`config.mk`:
```
export PLATFORM = sky130hd
export DESIGN_NAME = fetch_sequencer
export DESIGN_NICKNAME = d
export VERILOG_FILES = /design/src/rtl/fetch_pkg.sv /design/src/rtl/fetch_line_buffer.sv /design/src/rtl/fetch_sequencer.sv
export SDC_FILE = /design/constraint.sdc
export NUM_CORES = 1
export LEC_CHECK = 0
export CAP_MARGIN = 15
export CORE_MARGIN = 5
export CORE_UTILIZATION = 55
export CTS_CLUSTER_SIZE = 10
export DETAILED_ROUTE_END_ITERATION = 12
export PLACE_DENSITY = 0.85
export SLEW_MARGIN = 5
export SYNTH_ARGS = -nofsm -noshare
export SYNTH_HDL_FRONTEND = slang
export SYNTH_SLANG_ARGS = --single-unit
export TNS_END_PERCENT = 50
```
`constraint.sdc`:
```
create_clock -name clk -period 9.59 [get_ports clk]
set_input_delay 1.4385 -clock clk [delete_from_list [all_inputs] [get_ports clk]]
set_output_delay 1.4385 -clock clk [all_outputs]
set_load 0.02 [all_outputs]
```
`src/rtl/fetch_pkg.sv`:
```
// Shared types and constants for the instruction fetch sequencer.
// The optional halt-on-zero-instruction feature is selected by FETCH_HALT_ON_ZERO_EN.
package fetch_pkg;

    typedef enum logic [1:0] {
        REQ   = 2'd0,
        RESP  = 2'd1,
        DRAIN = 2'd2,
        HALT  = 2'd3
    } state_e;

    localparam int LINE_BEATS       = 8;
    localparam int INSTS_PER_LINE   = 16;
    localparam int LINE_OFFSET_BITS = 6;
    localparam int BEAT_BITS        = 3;
    localparam int SLOT_BITS        = 4;

    // Sysbus tag fields for a memory line read.
    localparam logic       SYSBUS_READ   = 1'b1;
    localparam logic [3:0] SYSBUS_MEMORY = 4'b0001;

    function automatic logic [63:0] line_base(input logic [63:0] addr);
        return {addr[63:LINE_OFFSET_BITS], {LINE_OFFSET_BITS{1'b0}}};
    endfunction

endpackage

```
`src/rtl/fetch_line_buffer.sv`:
```
// One cache line of fetched instructions: 8 x 64-bit beats written by the bus,
// read back as 16 x 32-bit instruction slots.
module fetch_line_buffer
    import fetch_pkg::*;
(
    input  logic                 clk,
    input  logic                 wr_en,
    input  logic [BEAT_BITS-1:0] wr_beat,
    input  logic [63:0]          wr_data,
    input  logic [SLOT_BITS-1:0] rd_slot,
    output logic [31:0]          rd_data
);

    logic [63:0] mem_q [LINE_BEATS];
    logic [63:0] rd_beat;

    // NOTE: the storage has no reset; every slot is written by a full burst
    // before the sequencer is allowed to read it, so stale contents never escape.
    always_ff @(posedge clk) begin
        if (wr_en) begin
            mem_q[wr_beat] <= wr_data;
        end
    end

    // Low half of a beat is the even instruction, high half the odd one.
    always_comb begin
        rd_beat = mem_q[rd_slot[SLOT_BITS-1:1]];
        rd_data = rd_slot[0] ? rd_beat[63:32] : rd_beat[31:0];
    end

endmodule

```
`src/rtl/fetch_sequencer.sv`:
```
// Line-at-a-time instruction fetch: request a 64-byte line on Sysbus, collect
// 8 beats, then hand instructions to the decoder one per cycle.
// Optional FETCH_HALT_ON_ZERO_EN stops fetch on an all-zero instruction word.
module fetch_sequencer
    import fetch_pkg::*;
#(
    parameter int BUS_DATA_WIDTH = 64,
    parameter int BUS_TAG_WIDTH  = 13
) (
    input  logic                      clk,
    input  logic                      reset,
    input  logic [63:0]               entry,
    output logic                      bus_reqcyc,
    output logic [BUS_DATA_WIDTH-1:0] bus_req,
    output logic [BUS_TAG_WIDTH-1:0]  bus_reqtag,
    input  logic                      bus_reqack,
    input  logic                      bus_respcyc,
    input  logic [BUS_DATA_WIDTH-1:0] bus_resp,
    output logic                      bus_respack,
    output logic                      inst_valid,
    input  logic                      inst_ready,
    output logic [31:0]               inst_data,
    output logic [63:0]               inst_pc,
    output logic                      halted
);

    localparam logic [BUS_TAG_WIDTH-1:0] REQ_TAG =
        {SYSBUS_READ, SYSBUS_MEMORY, {(BUS_TAG_WIDTH-5){1'b0}}};
    localparam logic [BEAT_BITS-1:0] LAST_BEAT = BEAT_BITS'(LINE_BEATS - 1);
    localparam logic [SLOT_BITS-1:0] LAST_SLOT = SLOT_BITS'(INSTS_PER_LINE - 1);

    state_e               state_q, state_d;
    logic [63:0]          pc_q, pc_d;
    logic [BEAT_BITS-1:0] beat_cnt_q, beat_cnt_d;
    // Low for the first cycle out of reset so the bus sees no request or ack yet.
    logic                 armed_q, armed_d;

    logic                 buf_wr_en;
    logic [31:0]          buf_rd_data;
    logic                 zero_inst;

    fetch_line_buffer u_line_buffer (
        .clk     (clk),
        .wr_en   (buf_wr_en),
        .wr_beat (beat_cnt_q),
        .wr_data (bus_resp[63:0]),
        .rd_slot (pc_q[LINE_OFFSET_BITS-1:2]),
        .rd_data (buf_rd_data)
    );

`ifdef FETCH_HALT_ON_ZERO_EN
    assign zero_inst = (buf_rd_data == 32'h0);
`else
    assign zero_inst = 1'b0;
`endif

    // NOTE: state registers use non-blocking assignments so every flop samples
    // the pre-edge value of every other flop, independent of statement order.
    always_ff @(posedge clk) begin
        if (reset) begin
            state_q    <= REQ;
            pc_q       <= entry;
            beat_cnt_q <= '0;
            armed_q    <= 1'b0;
        end else begin
            state_q    <= state_d;
            pc_q       <= pc_d;
            beat_cnt_q <= beat_cnt_d;
            armed_q    <= armed_d;
        end
    end

    // NOTE: every signal written below gets a default first, so no path
    // through the case statement can leave one unassigned and infer a latch.
    always_comb begin
        state_d     = state_q;
        pc_d        = pc_q;
        beat_cnt_d  = beat_cnt_q;
        armed_d     = 1'b1;
        buf_wr_en   = 1'b0;
        bus_reqcyc  = 1'b0;
        inst_valid  = 1'b0;
        // Beats are always consumed; only RESP stores them, elsewhere they drop.
        bus_respack = bus_respcyc & armed_q & ~reset;

        unique case (state_q)
            REQ: begin
                bus_reqcyc = armed_q;
                if (armed_q && bus_reqack) begin
                    state_d = RESP;
                end
            end
            RESP: begin
                if (bus_respcyc && armed_q) begin
                    buf_wr_en = 1'b1;
                    if (beat_cnt_q == LAST_BEAT) begin
                        beat_cnt_d = '0;
                        state_d    = DRAIN;
                    end else begin
                        beat_cnt_d = beat_cnt_q + 1'b1;
                    end
                end
            end
            DRAIN: begin
                if (zero_inst) begin
                    state_d = HALT;
                end else begin
                    inst_valid = 1'b1;
                    if (inst_ready) begin
                        pc_d = pc_q + 64'd4;
                        if (pc_q[LINE_OFFSET_BITS-1:2] == LAST_SLOT) begin
                            state_d = REQ;
                        end
                    end
                end
            end
            HALT: begin
                state_d = HALT;
            end
            default: begin
                state_d = REQ;
            end
        endcase
    end

    assign bus_req    = BUS_DATA_WIDTH'(line_base(pc_q));
    assign bus_reqtag = REQ_TAG;
    assign inst_data  = buf_rd_data;
    assign inst_pc    = pc_q;
    assign halted     = (state_q == HALT);

endmodule

```
# --- After elaboration in Yosys (flattened, before gate mapping) ---
# Memories as Yosys holds them, arrays and structs flattened. A register that Yosys moved wholly into a read port is not among the register bits.
# Cells that the tools add are included.
# W data, S select, Z words.
op_classes:
  n_addsub: 2
  n_eq_ne: 10
  mux: 19
  n_bitwise: 3
  reduce_logical: 8
op_table:
  columns: ["operator", "count"]
  rows:
  - ["$mux W64", 3]
  - ["$add A64 B3 Y64 const B", 1]
  - ["$mux W32", 1]
  - ["$mux W2", 5]
  - ["$ne A2 B2 Y1 const B", 5]
  - ["$pmux W2 S4", 1]
  - ["$mux W1", 7]
  - ["$mux W3", 2]
  - ["$reduce_and A5 Y1", 1]
  - ["$eq A2 B2 Y1 const B", 2]
  - ["$eq A4 B4 Y1 const B", 1]
  - ["$reduce_and A2 Y1", 2]
  - ["$reduce_bool A2 Y1", 2]
  - ["$add A3 B1 Y3 const B", 1]
  - ["$eq A3 B3 Y1 const B", 1]
  - ["$and A1 B1 Y1", 2]
  - ["$eq A2 B1 Y1 const B", 1]
  - ["$logic_and A1 B1 Y1", 2]
  - ["$logic_not A2 Y1", 1]
  - ["$not A1 Y1", 1]
word_totals:
  reg_bits: 70
  ramBits: 512
  output_inout_bits: 177
  word_cells: 47
  mem_count: 1
memory_table:
  columns: ["memory", "depth", "word_bits", "rd", "rd_clocked_by_memory_dff", "wr", "line", "rtl"]
  rows:
  - ["u_line_buffer.mem_q", 8, 64, 1, 1, 1, "fetch_line_buffer.sv:14", "logic [63:0] mem_q [LINE_BEATS];"]

# --- Longest topological paths before layout ---
depth:
  word_depth: 5
  ltp_mapped: 8
  ltp_nobuf: 7

# --- Modules after synthesis ---
# A second synthesis with hierarchy kept.
unflattened:
  cells_unflattened: 1349
  area_unflattened_um2: 24195.7
modules_own_cells:
  columns: ["mod", "instances", "cells_per_inst", "area_per_inst_um2"]
  rows:
  - ["fetch_line_buffer", 1, 796, 19143.4]
  - ["fetch_sequencer", 1, 553, 5052.3]

# --- Least setup slack after synthesis ---
# Ideal clock, no wire load.
synth_timing:
  path_type: "input -> register"
  start: "in bus_respcyc"
  end: "mem u_line_buffer.mem_q[0][0], enable pin"
  arrival_time_ps: 7792
  path_slack_ps: 1152
  stages: 2
  n_path_buf: 0
  cell_sequence: "nand3_1 > nor4_1"
synth_via:
  elab_chain_cells: 5
synth_rtl:
  columns: ["element", "line", "rtl"]
  rows:
  - ["from (decl)", "fetch_sequencer.sv:17", "input logic bus_respcyc,"]
  - ["$logic_and A1 B1 Y1", "fetch_sequencer.sv:94", "if (bus_respcyc && armed_q) begin"]
  - ["$mux W1", "fetch_sequencer.sv:94", null]
  - ["$mux W1", "fetch_sequencer.sv:86", "unique case (state_q)"]
  - ["$mux W1", "fetch_line_buffer.sv:20", "if (wr_en) begin"]
  - ["$mux W1 (implied by the code)", "fetch_line_buffer.sv:21", "mem_q[wr_beat] <= wr_data;"]
  - ["to (decl)", "fetch_line_buffer.sv:14", null]
# Every way passes these cells.

==> reports/results.tsv <==
stage	metric	value	unit
job	drv_cap	0	
critical_path	cp_common_cell	mux4_2	
synth	yosysWarnings	0	
drt	drtIter0Drc	1763	
clock_network	cts_tree	done	
global_routing	grt_max_degree	107	
final_layout	drive_above_1_share	18.4	%
worst_hold_path	hold_path.class	reg -> reg	
die	ios	310	
critical_path	cp-start-kind	flip-flop	
synth	async_flop_share	0	%
global_routing	track_usage	24.6	%
placement	place.port_buffers	290	
sta	slew_viol_final	0	
power	switchingPower	1.36	mW
drt	vias_per_cell	6.26	
final_layout	layout_commonest_cell	edfxtp_1	
die	design.core.area	43900	um2
sta	rsz0062_at_grt	false	
synth	seq_area_frac_synth	72.1	%
critical_path	crit_slowest_cell	dfxtp_4	
power	irDropWorstVdd	168	uV
power	swShare	22.9	%
global_routing	antenna_found_initial	8	
power	p_seq_share	49.6	%
critical_path	crit_chain	buf_4, mux4_2, mux4_2, clkdlybuf4s50_1	
outcome	outcome	complete, no violations	
global_routing	grt_pass1_wl	88400	um
power	power_density	203	nW/um2
sta	slew_headroom	18.2	%
power	clkPwrFrac	38.3	%
die	die_width	220	um
die	num_rows	77	
synth	synth_ff_type	edfxtp_1	
sta	post-route-period-util	57.3	%
synth	synth_area	24200	um2
final_layout	fin_area	29300	um2
die	initial_core_util	55.2	%
sta	tightest_slew	1220	ps
sta	setup_violations	0	
die	die_h	220	um
die	dieArea	48400	um2
sta	finalSetupTns	0	ps
placement	placed_cell_area	27400	um2
clock_network	clockRootBuffer	clkbuf_16	
synth	synth_seq_cells	585	
sta	max_clock_freq	182	MHz
drt	detailedRoute.firstPassIterationCount	6	
drt	vias	13507	
synth	yosysTopAreaCell	edfxtp_1	
clock_network	cts.sinks	585	
synth	syn_inst	1279	
critical_path	crit_fanout	46	
synth	syn_avg_cell_area	19.0	um2
clock_network	cts_hold_buf	0	
critical_path	slowest_delay	870	ps
power	p_leak	9.26	nW
sta	period_minus_slack	5500	ps
placement	gp_congestion	0.915	
power	intPower	4.58	mW
drt	drc	0	
clock_network	cts_buffers	69	
clock_network	cts_resized	0	
drt	wl	59500	um
synth	synth.area.top_cells	edfxtp_1 (71%), mux4_2 (15%), buf_4 (2.4%), nand2_1 (1.1%), xnor2_1 (1.0%)	
drt	wire_per_inst	27.6	um
clock_network	postCtsSetupBuffers	0	
final_layout	utilization	66.6	%
clock_network	clk_pin_slew_worst_paths	50	ps
critical_path	endpoint_kind	output port	
synth	yosysUniqueCellTypes	49	
synth	synth_edf_count	576	
synth	yosysTopAreaCellShare	71.3	%
clock_network	clock_latency	580	ps
placement	dp.final_hpwl	34600	um
global_routing	grt_pass1_vias	13877	
final_layout	final_cell_mix	edfxtp_1 (576), clkdlybuf4s50_1 (289), mux4_2 (160), clkbuf_16 (72), nand2_1 (68)	
sta	hold_violations	0	
critical_path	worstPathRequired	8150	ps
global_routing	grt.overflow.total	0	
power	combPwrFrac	12.2	%
clock_network	cts-htree-levels	3	
sta	skew	14.4	ps
final_layout	nets	1685	
clock_network	cts_max_path_buffers	3	
drt	antenna_left	0	
critical_path	cp.arrival	4060	ps
final_layout	area_growth	20.7	%
critical_path	criticalPathCategory	reg -> out	
## logic make-up after synthesis
group / count (synthesis) / synth area share, %
AOI/OAI and AO/OA: 82 / 2.00
xor gates and xnor gates: 38 / 1.37
adders and majority gates: 7 / 0.361
buffers and inverters: 153 / 3.70
DFF: 585 / 72.1
muxes: 166 / 15.1
other: 2 / 0.0310
and+or+nand+nor: 246 / 5.34
## cell type report
cell class	instances	area [um2]
clock buffers	79	1830
diodes	5	12.5
fillers	2852	14700
inverters	16	60.1
repair buffers	315	3090
well taps	592	741
flip-flops and latches	585	17500
clock inverters	8	66.3
multi-input cells	558	5990
## sequential cells by signal, indices dropped and copies added (netlist names), named ones only
signal               cells
u_line_buffer.mem_q    512
inst_pc                 64
armed_q                  1
state_q                  2
beat_cnt_q               3
## power groups by stage
stage / Clock, mW / Sequential, mW / Combinational [mW]
2_1_floorplan: 0 / 2.97 / 0.448
3_3_place_gp: 0 / 2.99 / 0.707
3_5_place_dp: 0 / 2.99 / 0.722
4_1_cts: 2.32 / 2.94 / 0.732
5_1_grt: 2.43 / 2.95 / 0.767
6_report: 2.27 / 2.94 / 0.723
## stage by stage
step	cells	setup slack, ps	total power, mW	hold slack, ps
4_1_cts	2153	3920	6.00	540
3_3_place_gp	2066	4600	3.70	521
2_1_floorplan	1296	1150	3.42	511
6_report	2158	4090	5.94	538
5_1_grt	2155	3730	6.15	576
3_5_place_dp	2066	4560	3.72	535
## synth_stat cells, types with 2 or more instances
master and n:
inv_1 15, mux2i_1 2, clkbuf_1 38, a221o_1 3, nand3_1 26, buf_6 2, nor2_1 36, nor4_1 20
buf_4 78, nand4_1 28, and2_1 5, buf_1 13, and4_2 3, a22oi_1 2, nand2b_1 2, o31ai_1 8
or4_1 12, nand2_1 68, ha_1 7, a31oi_1 15, mux2_2 4, dfxtp_1 9, nand4b_1 2, mux4_2 160
conb_1 2, and3_1 4, o211ai_1 2, nor2b_1 5, o21ai_0 46, and4_1 5, edfxtp_1 576, or3_1 7
xnor2_1 29, xor2_1 9, buf_2 4, a21oi_1 3, nor3_1 17
## critical path, delay by kind of cell, from the launching register on
family | cells | cell delay [ps]
buf+inv | 2 | 1420
mux | 2 | 1130
flops | 1 | 870
## layer usage
layer  routed length (um)  share of wire, %  GRT usage [%]  vias to the layer above
met5                   39             0.066              0                        -
met4                 1480               2.5           7.99                        6
met3                 5320               8.9           5.45                      111
met2                30800                52           42.5                      804
met1                21800                37           31.2                     6928
li1                     -                 -              -                     5658
## final timing paths
check	startpoint	cells after the start	slack, ps	end
max	flip-flop	4	4090	inst_data[23]
min	state_q[0]	2	540	state_q[0]
max reg2reg	inst_pc[2]	7	6180	inst_pc[52]
min reg2reg	state_q[0]	2	540	state_q[0]
Note: power is estimated with default switching activity, not from simulation.
